[config.mk]
export PLATFORM = sky130hd
export DESIGN_NAME = ex_result_stage
export DESIGN_NICKNAME = d
export VERILOG_FILES = /design/src/rtl/ex_pkg.sv /design/src/rtl/ex_result_stage_cond_check.sv /design/src/rtl/ex_result_stage.sv
export SDC_FILE = /design/constraint.sdc
export NUM_CORES = 1
export LEC_CHECK = 0
export ABC_AREA = 1
export CORE_UTILIZATION = 35
export CTS_CLUSTER_DIAMETER = 30
export CTS_CLUSTER_SIZE = 30
export DETAILED_ROUTE_END_ITERATION = 10
export SLEW_MARGIN = 20
export SYNTH_ARGS = -nofsm -noshare
export SYNTH_HDL_FRONTEND = slang
export SYNTH_HIERARCHICAL = 1
export SYNTH_SLANG_ARGS = --single-unit
[constraint.sdc]
create_clock -name clk -period 7.4 [get_ports clk]
set_input_delay 0.74 -clock clk [delete_from_list [all_inputs] [get_ports clk]]
set_output_delay 0.74 -clock clk [all_outputs]
set_load 0.05 [all_outputs]
[src/rtl/ex_pkg.sv]
// Shared types for the execute-result stage: ALU ops, condition codes,
// NZCV flags and the EX/MEM queue entry.
package ex_pkg;

  localparam int EX_DATA_W = 32;
  localparam int EX_RD_W   = 4;

  typedef enum logic [1:0] {
    OP_ADD = 2'b00,
    OP_SUB = 2'b01,
    OP_AND = 2'b10,
    OP_OR  = 2'b11
  } alu_op_e;

  typedef enum logic [3:0] {
    CC_EQ = 4'h0, CC_NE = 4'h1, CC_CS = 4'h2, CC_CC = 4'h3,
    CC_MI = 4'h4, CC_PL = 4'h5, CC_VS = 4'h6, CC_VC = 4'h7,
    CC_HI = 4'h8, CC_LS = 4'h9, CC_GE = 4'hA, CC_LT = 4'hB,
    CC_GT = 4'hC, CC_LE = 4'hD, CC_AL = 4'hE, CC_NV = 4'hF
  } cond_e;

  typedef enum logic [1:0] {
    Q_EMPTY = 2'd0,
    Q_ONE   = 2'd1,
    Q_FULL  = 2'd2
  } q_state_e;

  typedef struct packed {
    logic n;
    logic z;
    logic c;
    logic v;
  } flags_t;

  typedef struct packed {
    logic [EX_DATA_W-1:0] result;
    logic [EX_RD_W-1:0]   rd_addr;
    logic                 reg_write;
  } ex_entry_t;

endpackage

[src/rtl/ex_result_stage_cond_check.sv]
// Combinational condition-code evaluator: NZCV flags + condition -> taken.
module cond_check
  import ex_pkg::*;
(
  input  flags_t flags,
  input  cond_e  cond,
  output logic   taken
);

  always_comb begin
    taken = 1'b0;
    unique case (cond)
      CC_EQ: taken = flags.z;
      CC_NE: taken = !flags.z;
      CC_CS: taken = flags.c;
      CC_CC: taken = !flags.c;
      CC_MI: taken = flags.n;
      CC_PL: taken = !flags.n;
      CC_VS: taken = flags.v;
      CC_VC: taken = !flags.v;
      CC_HI: taken = flags.c && !flags.z;
      CC_LS: taken = !flags.c || flags.z;
      CC_GE: taken = (flags.n == flags.v);
      CC_LT: taken = (flags.n != flags.v);
      CC_GT: taken = !flags.z && (flags.n == flags.v);
      CC_LE: taken = flags.z || (flags.n != flags.v);
      CC_AL: taken = 1'b1;
      CC_NV: taken = 1'b0;
    endcase
  end

endmodule

[src/rtl/ex_result_stage.sv]
// EX/MEM result stage: 2-entry skid queue, NZCV flag register, branch resolve.
// Optional EX_FLAGS_FWD_EN: branches that also set flags test their own new flags.
module ex_result_stage
  import ex_pkg::*;
#(
  parameter int DATA_W = EX_DATA_W,
  parameter int RD_W   = EX_RD_W
) (
  input  logic              clk,
  input  logic              rst,
  input  logic              in_valid,
  output logic              in_ready,
  input  logic [DATA_W-1:0] alu_result,
  input  logic              alu_carry,
  input  logic              alu_zero,
  input  logic              alu_overflow,
  input  logic              alu_negative,
  input  logic [1:0]        alu_op,
  input  logic              set_flags,
  input  logic [RD_W-1:0]   rd_addr,
  input  logic              reg_write,
  input  logic              is_branch,
  input  logic [3:0]        branch_cond,
  input  logic [DATA_W-1:0] branch_target,
  input  logic              flush,
  output logic              out_valid,
  input  logic              out_ready,
  output logic [DATA_W-1:0] out_result,
  output logic [RD_W-1:0]   out_rd_addr,
  output logic              out_reg_write,
  output logic [3:0]        flags_q,
  output logic              branch_taken,
  output logic [DATA_W-1:0] branch_pc
);

  q_state_e          state_q, state_d;
  ex_entry_t         head_q, head_d, skid_q, skid_d, in_ent;
  logic              in_ready_q, in_ready_d;
  flags_t            nzcv_q, nzcv_d, nzcv_new, nzcv_eval;
  logic              bt_q, bt_d;
  logic [DATA_W-1:0] bpc_q, bpc_d;
  logic              acc, drn, cond_taken;

  assign acc = in_valid && in_ready_q && !flush;
  assign drn = (state_q != Q_EMPTY) && out_ready;

  always_comb begin
    in_ent     = '{result: alu_result, rd_addr: rd_addr, reg_write: reg_write};
    state_d    = state_q;
    head_d     = head_q;
    skid_d     = skid_q;
    if (flush) begin
      state_d = Q_EMPTY;
    end else begin
      unique case (state_q)
        Q_EMPTY: if (acc) begin
          head_d  = in_ent;
          state_d = Q_ONE;
        end
        Q_ONE: begin
          if (acc && drn) begin
            head_d = in_ent;
          end else if (acc) begin
            skid_d  = in_ent;
            state_d = Q_FULL;
          end else if (drn) begin
            state_d = Q_EMPTY;
          end
        end
        Q_FULL: if (drn) begin
          head_d  = skid_q;
          state_d = Q_ONE;
        end
        default: state_d = Q_EMPTY;
      endcase
    end
    // Registered ready: low exactly while the queue sits FULL.
    in_ready_d = (state_d != Q_FULL);
  end

  always_comb begin
    nzcv_new   = nzcv_q;
    nzcv_new.n = alu_negative;
    nzcv_new.z = alu_zero;
    if (alu_op_e'(alu_op) == OP_ADD || alu_op_e'(alu_op) == OP_SUB) begin
      nzcv_new.c = alu_carry;
      nzcv_new.v = alu_overflow;
    end
    nzcv_d = (acc && set_flags) ? nzcv_new : nzcv_q;
`ifdef EX_FLAGS_FWD_EN
    nzcv_eval = set_flags ? nzcv_new : nzcv_q;
`else
    nzcv_eval = nzcv_q;
`endif
    bt_d  = acc && is_branch && cond_taken;
    bpc_d = bt_d ? branch_target : bpc_q;
  end

  cond_check u_cond (
    .flags (nzcv_eval),
    .cond  (cond_e'(branch_cond)),
    .taken (cond_taken)
  );

  always_ff @(posedge clk or posedge rst) begin
    if (rst) begin
      state_q    <= Q_EMPTY;
      head_q     <= '0;
      skid_q     <= '0;
      in_ready_q <= 1'b1;
      nzcv_q     <= '0;
      bt_q       <= 1'b0;
      bpc_q      <= '0;
    end else begin
      state_q    <= state_d;
      head_q     <= head_d;
      skid_q     <= skid_d;
      in_ready_q <= in_ready_d;
      nzcv_q     <= nzcv_d;
      bt_q       <= bt_d;
      bpc_q      <= bpc_d;
    end
  end

  assign in_ready      = in_ready_q;
  assign out_valid     = (state_q != Q_EMPTY);
  assign out_result    = head_q.result;
  assign out_rd_addr   = head_q.rd_addr;
  assign out_reg_write = head_q.reg_write;
  assign flags_q       = nzcv_q;
  assign branch_taken  = bt_q;
  assign branch_pc     = bpc_q;

endmodule

* Yosys cells after proc, flatten, opt, wreduce, memory -nomap -nowiden
Cells that the tools add are included.
** Word-level totals
- Logic and storage cells :: 77
- Bits of input ports :: 86
- Output and inout port bits :: 76
- Register bits after elaboration :: 114
** Cells by class
- Reductions and logical operators :: 25
- Eq/ne operators :: 24
- Bitwise gates (word level) :: 2
- Multiplexer cells :: 12
** Operator list (count)
- $mux 37 :: 3
- $pmux 37 s3 :: 1
- $eq 4x4->1 const B :: 8
- $eq 4x3->1 const B :: 4
- $pmux 1 s16 :: 1
- $mux 2 :: 6
- $logic_and 1x1->1 :: 9
- $eq 4x2->1 const B :: 2
- $ne 2x2->1 const B :: 4
- $pmux 2 s3 :: 1
- $logic_not 1->1 :: 5
- $reduce_and 5->1 :: 1
- $eq 2x1->1 const B :: 2
- $eq 4x1->1 const B :: 1
- $logic_not 2->1 :: 2
- $logic_not 4->1 :: 1
- $reduce_and 4->1 :: 1
- $logic_or 1x1->1 :: 3
- $reduce_bool 3->1 :: 1
- $eq 2x2->1 const B :: 1
- $not 1->1 :: 2
- $reduce_and 2->1 :: 1
- $reduce_bool 2->1 :: 1
- $eq 1x1->1 :: 1
- $ne 1x1->1 :: 1

* Depth between registers and ports, before layout
Gate-level depths: netlist (run 1).
- Word-level depth :: 8
- Mapped depth :: 15
- Depth with buffers taken out :: 14

* Modules after synthesis
The synthesis (run 1) kept the hierarchy.
** Modules (own cells, without submodules)
- ex_result_stage :: area each 4917.2 µm², cells an instance 585, seq. area each 2854.0 µm², instances 1
- cond_check :: area each 205.2 µm², cells an instance 45, seq. area each 0.0 µm², instances 1

* Worst setup path before layout (run 1)
OpenSTA, ideal clock, no wires.
- Kind :: register -> register
- Start :: register nzcv_q, in the netlist flags_q[3]
- End :: register bpc_q[0], in the netlist branch_pc[0]
- Library setup time :: 0.066 ns
- Arrival :: 1.802 ns
- Required time :: 7.334 ns
- Stages on the path, launching flop included :: 14
- Buffers on the path :: 1
- Setup slack :: 5.532 ns
- Path through :: dfrtp_1 > inv_1 > nand2_1 > nand2_1 > nand3_1 > nand2_1 > nand2_1 > nand3_1 > nand2_1 > nand3_2 > nand3_2 > clkbuf_1 > nand2_1 > nand2_1
** Between the ends
- Cells in the longest elaborated chain, start to end :: 4
** Ends and longest elaborated chain
- start: declaration :: RTL line ex_result_stage.sv:39 : flags_t nzcv_q, nzcv_d, nzcv_new, nzcv_eval;
- start signal: assignment :: RTL line ex_result_stage.sv:119 : nzcv_q <= nzcv_d;
- $ne 1x1->1 / $eq 1x1->1 (equally long branches)
- $logic_or 1x1->1 / $logic_and 1x1->1 (equally long branches) :: RTL line ex_result_stage_cond_check.sv:26, ex_result_stage_cond_check.sv:25
- $pmux 1 s16 (*) :: RTL line ex_result_stage_cond_check.sv:12 : unique case (cond)
- via cond_taken :: RTL line ex_result_stage.sv:42 : logic acc, drn, cond_taken;
- $logic_and 1x1->1 (*) :: RTL line ex_result_stage.sv:95 : bt_d = acc && is_branch && cond_taken;
- end signal: assignment :: RTL line ex_result_stage.sv:121 : bpc_q <= bpc_d;
- end: declaration :: RTL line ex_result_stage.sv:41 : logic [DATA_W-1:0] bpc_q, bpc_d;
The timed path passes the listed nets; every way through them passes the cells marked *.
A chain may end at the register's enable or synchronous reset.

* Worst setup path in the final report (run 1)
- Start :: input branch_cond[0]
- End :: register bpc_q[31], in the netlist branch_pc[31]
** Between the ends
- Cells in the longest elaborated chain, start to end :: 3
** Ends and longest elaborated chain
- start: declaration :: RTL line ex_result_stage.sv:23 : input logic [3:0] branch_cond,
- $eq 4x4->1 (tied with other cells) :: RTL line ex_result_stage_cond_check.sv:12
- $pmux 1 s16 (*) :: RTL line ex_result_stage_cond_check.sv:12
- via cond_taken :: RTL line ex_result_stage.sv:42
- $logic_and 1x1->1 (*) :: RTL line ex_result_stage.sv:95
Marks and branches as above.

==> flow_summary.toml, run 1 <==
[grt]
grt_pass1_vias = 4308
grt_max_degree = 76
gr-usage-all-layers_pct = 18.5
antenna_found_initial = 0
grt_pass1_wl_mm = 21.5
gr-total-overflow = 0

[critical_path]
slowest_delay_ns = 0.95
critPathArrivalTime_ns = 3.75
crit_fanout = 33
crit_slowest_cell = "inv_1"
path_class = "in -> reg"
required_ns = 7.74
worstSetupEndpointType = "flop"
critPathLaunchType = "primary input"
path_cells = "clkdlybuf4s50_1 > inv_2 > nor2_2 > nand2_1 > nand2_1 > inv_1 > nand2_1 > nand2_1 > nand3_1 > nand2_1 > nand3_2 > nand3_2 > inv_1 > nand2_1 > nand2_1"
cp_common_cell = "nand2_1"

[pwr]
p_clk_share_pct = 34.6
power_density_nw_per_um2 = 351
power_uw = 2610
power.internal_uw = 1680
pwr-share-seq_pct = 32.6
p_leak_uw = 0.00375
vdd.ir_drop.worst_mv = 0.189
swShare_pct = 35.5
power_frac_comb_pct = 32.8
power.switching_uw = 926

[clock_tree]
cts_resized = 0
cts_tree = "built"
ctsHtreeMaxLevel = 4
cts-root-buf = "clkbuf_16"
clk_pin_slew_ns = 0.06
post_cts_buffers = 0
insertion_delay_ns = 0.41
numCtsBuffers = 17
clk_path_buf_depth = 2
cts.sinks = 114
ctsHoldBuffers = 0

[sta]
setup_viol = 0
worst_slew_pin_slew_ns = 0.951
fin_skew_ns = 0.00753
finalCritPeriodShare_pct = 46.0
fmax_mhz = 294
rsz0062_at_grt = "no"
period_needed_ns = 3.40
max_slew_margin_pct = 36.6
fin_setup_tns_ns = 0
maxSlewViolCount = 0
hold_viol = 0

[synth]
synth_area_um2 = 5120
synth_area_leader_cell = "dfrtp_1"
synth_top_area_share_pct = 55.2
yosys_warnings = 6
synth_cell_types = 23
synth_nets = 716
synthCells = 630
seq_area_frac_synth_pct = 55.7
synth-seq-cells = 114
synth.area.top_cells = "dfrtp_1 (55%), nand2_1 (18%), nand3_1 (5.1%)"
syn_area_per_cell_um2 = 8.13

[final_layout]
layout.nets = 866
diodes = 0
final_cell_mix = "nand2_1 (241), clkdlybuf4s50_1 (160), dfrtp_1 (113)"
drive_above_1_share_pct = 6.69
area_growth_pct = 45.2
layout_commonest_cell = "nand2_1"
design_area_um2 = 7440

[outcome]
outcome = "completed"

[route]
first_pass_iters = 4
postRouteAntennaNets = 0
drt-total-wl_mm = 13.6
post_drt_via_cell_ratio = 4.66
drc_errors = 0
vias = 4530
dr.first_iter.drc_count = 268
wl_per_cell_um = 14.0

[die]
row_count = 43
die_h_um = 123
die_area_um2 = 15100
core-area_um2 = 14100
chipWidth_um = 123
num_io_pins = 162
initial_core_util_pct = 36.3

[placement]
dpl-instance-area_um2 = 6750
io_buffers = 160
detailed_place_hpwl_mm = 8.61
globalplace.congestion = 0.822

[run]
drv_cap = 0

[worst_hold_path]
worstHoldPathType = "reg -> reg"
[flip-flops by register name (all words and copies together), names as in the netlist]
signal	count
in_ready	1
out_rd_addr	4
out_reg_write	1
branch_pc	32
out_result	32
skid_q	37
branch_taken	1
state_q	2
flags_q	4
[path summary, 6_finish.rpt]
kind / start / to / slack (ns) / cells past startpoint
max: branch_cond[0] / branch_pc[31]$_DFFE_PP0P_ / 4.00 / 15
min: out_result[7]$_DFFE_PP0P_ / out_result[7]$_DFFE_PP0P_ / 0.47 / 2
max reg2reg: flags_q[3]$_DFFE_PP0P_ / branch_pc[31]$_DFFE_PP0P_ / 4.35 / 13
min reg2reg: out_result[7]$_DFFE_PP0P_ / out_result[7]$_DFFE_PP0P_ / 0.47 / 2
max in group asynchronous: rst / branch_pc[0]$_DFFE_PP0P_ / 5.36 / 3
min in group asynchronous: rst / branch_pc[22]$_DFFE_PP0P_ / 0.81 / 2
[metrics by stage]
step           utilization, %  hold slack, ns  setup slack, ns  instances
2_1_floorplan               -           0.460             3.65        630
5_1_grt                  52.8           0.489             3.70        972
6_report                 52.8           0.468             4.00        972
3_5_place_dp             47.9           0.459             3.61        940
4_1_cts                  52.5           0.472             4.01        971
3_3_place_gp             47.9           0.459             3.71        940
[synth_stat cells, drive strengths merged]
cell type,instances
o21ai,43
nand2,243
nor3,1
dfstp,1
clkbuf,7
nand3,54
inv,56
nor2,44
buf,26
dfrtp,113
a21oi,38
and3,1
nand3b,1
o211ai,2
[power by group through the flow]
| stage | combinational, uW | sequential [uW] | clock [uW] |
|---|---|---|---|
| after floorplan | 191 | 1210 | 0 |
| after global placement | 846 | 853 | 0 |
| after detailed placement | 855 | 859 | 0 |
| after CTS | 858 | 850 | 921 |
| after global routing | 913 | 867 | 949 |
| final | 854 | 850 | 902 |
[cell families (layout without fill, tap and decap cells)]
kind of cell | Yosys count | in the layout | share of synthesized area [%]
and+or+nand+nor | 344 | 344 | 27.3
AOI/OAI and AO/OA | 83 | 83 | 8.28
DFF | 114 | 114 | 55.7
buffers and inverters | 89 | 251 | 8.70
[layout make-up]
class | count | area [um^2]
Tap cell | 180 | 225
Inverter | 56 | 213
Timing Repair Buffer | 164 | 1650
Fill cell | 1278 | 6660
Clock buffer | 20 | 467
Multi-Input combinational cell | 427 | 1840
Clock inverter | 11 | 183
Sequential cell | 114 | 2850
[layer usage]
metal	up-vias	share of wire, %	track usage (%)
li1	2267	-	-
met1	2099	48	25.0
met2	148	44	28.5
met3	16	6.4	4.66
met4	0	1.4	7.30
met5	-	0	0
[critical path: cells and delay by family]
kind | cells | cell delay, ns
simple gates | 11 | 1.40
buf+inv | 4 | 1.61
Note: power is estimated with default switching activity, not from simulation.
==> run 2, diff against run 1 <==
Settings changed: PLACE_DENSITY set to 0.66.
Clock period 7.4 ns to 3 ns, I/O delays scaled along.
==> flow_summary.toml, run 2 (same netlist as run 1, synthesis figures left out) <==
[final_layout]
diodes = 0
layout.nets = 869
area_growth_pct = 45.0
final_cell_mix = "nand2_1 (241), clkdlybuf4s50_1 (160), dfrtp_1 (113)"
top_register = "skid_q"
layout_commonest_cell = "nand2_1"
largest_register_ffs = 37
drive_above_1_share_pct = 6.78

[outcome]
outcome = "completed"

[grt]
gr-usage-all-layers_pct = 18.5
grt_pass1_vias = 4464
grt_max_degree = 73
gr-total-overflow = 0
grt_pass1_wl_mm = 21.5
antenna_found_initial = 0

[route]
postRouteAntennaNets = 0
vias = 4588
dr.first_iter.drc_count = 264
post_drt_via_cell_ratio = 4.70
first_pass_iters = 6
drc_errors = 0
drt-total-wl_mm = 13.3
wl_per_cell_um = 13.6

[clock_tree]
ctsHtreeMaxLevel = 4
post_cts_buffers = 0
ctsHoldBuffers = 0
cts_resized = 0
cts_tree = "built"
cts-root-buf = "clkbuf_16"
insertion_delay_ns = 0.41
clk_path_buf_depth = 2
cts.sinks = 114
numCtsBuffers = 17
clk_pin_slew_ns = 0.05

[critical_path]
path_class = "reg -> out"
critPathArrivalTime_ns = 1.95
critPathLaunchType = "flop"
required_ns = 2.70
critPathBufInv = 2
r2r_start = "in_ready$_DFF_PP1_"
crit_fanout = 8
slowest_delay_ns = 0.82
path_cells = "nor2_1 > inv_1 > clkdlybuf4s50_1"
worstSetupEndpointType = "output port"
cp_top_family = "buffers and inverters"
worst_r2r_endpoint = "skid_q[17]$_DFFE_PP0P_"
r2r_cells = 6
crit_slowest_cell = "clkdlybuf4s50_1"
cp-startpoint = "state_q[1]$_DFF_PP0_"
rrSetupSlack_ns = 1.02

[sta]
setup_viol = 0
worst_slew_pin_slew_ns = 0.794
setup_ws_ns = 0.752
fin_skew_ns = 0.00597
maxSlewViolCount = 0
max_slew_margin_pct = 46.9
period_needed_ns = 2.25
finalCritPeriodShare_pct = 74.9
fin_setup_tns_ns = 0
hold_viol = 0
fmax_mhz = 445
rsz0062_at_grt = "no"

[pwr]
vdd.ir_drop.worst_mv = 0.328
power_density_nw_per_um2 = 846
p_leak_uw = 0.00374

[placement]
globalplace.congestion = 0.833
pre_cts_ws_ns = 0.748
io_buffers = 160
detailed_place_hpwl_mm = 8.81

[die]
row_count = 43
initial_core_util_pct = 36.3
num_io_pins = 162
chipWidth_um = 123
die_h_um = 123
die_area_um2 = 15100
core-area_um2 = 14100

[run]
drv_cap = 0

[worst_hold_path]
worstHoldPathType = "in -> async"
-- run 2: cell types whose count changed in the layout (fill, tap and decap cells not counted), sizes merged --
cell,previous run,this run
clkinvlp,1,3
buf,4,7
clkbuf,20,21
bufinv,5,4
inv,56,55
-- run 2: layout make-up --
cell class                      count  area, um^2
Clock inverter                     11         160
Sequential cell                   114        2850
Multi-Input combinational cell    427        1840
Timing Repair Buffer              167        1680
Fill cell                        1304        6670
Tap cell                          180         225
Inverter                           56         214
Clock buffer                       21         450
-- run 2: worst max path at each step --
stage / slack, ns / to / cells past startpoint
floorplan: 1.13 / branch_pc[0]$_DFFE_PP0P_ / 13
global placement: 0.80 / branch_pc[8]$_DFFE_PP0P_ / 15
detailed placement: 0.75 / branch_pc[8]$_DFFE_PP0P_ / 15
CTS: 0.75 / out_valid / 3
global route: 0.65 / out_valid / 3
finish: 0.75 / out_valid / 3
-- run 2: power breakdown --
part           leakage (uW)  internal, uW  switching [uW]
registers           0.00135          1910             185
logic               0.00210           711            1390
clock network      0.000297          1400             679
total               0.00374          4020            2260
-- run 2: per-stage QoR --
stage          utilization (%)  cells  area, um^2  hold slack (ns)  power (uW)
6_report                  52.7    976        7430            0.383        6280
5_1_grt                   52.7    976        7430            0.433        6610
4_1_cts                   52.6    976        7420            0.395        6350
3_5_place_dp              48.3    944        6810            0.458        4230
3_3_place_gp              48.3    944        6810            0.456        4190
2_1_floorplan                -    630        5130            0.375        3450
-- run 2: per-layer routing --
layer  up-vias  wire length, um  global-route usage, %
li1       2281                -                      -
met1      2109             6050                   23.8
met2       178             5920                   29.1
met3        20             1090                   5.67
met4         0              204                   6.93
met5         -                0                      0
-- run 2: worst reg2reg max path: cells and delay by family, from the launching register on --
kind	cells	cell delay, ns
AOI/OAI and AO/OA	1	0.05
and+or+nand+nor	4	0.91
buffers and inverters	1	0.38
DFF	1	0.53
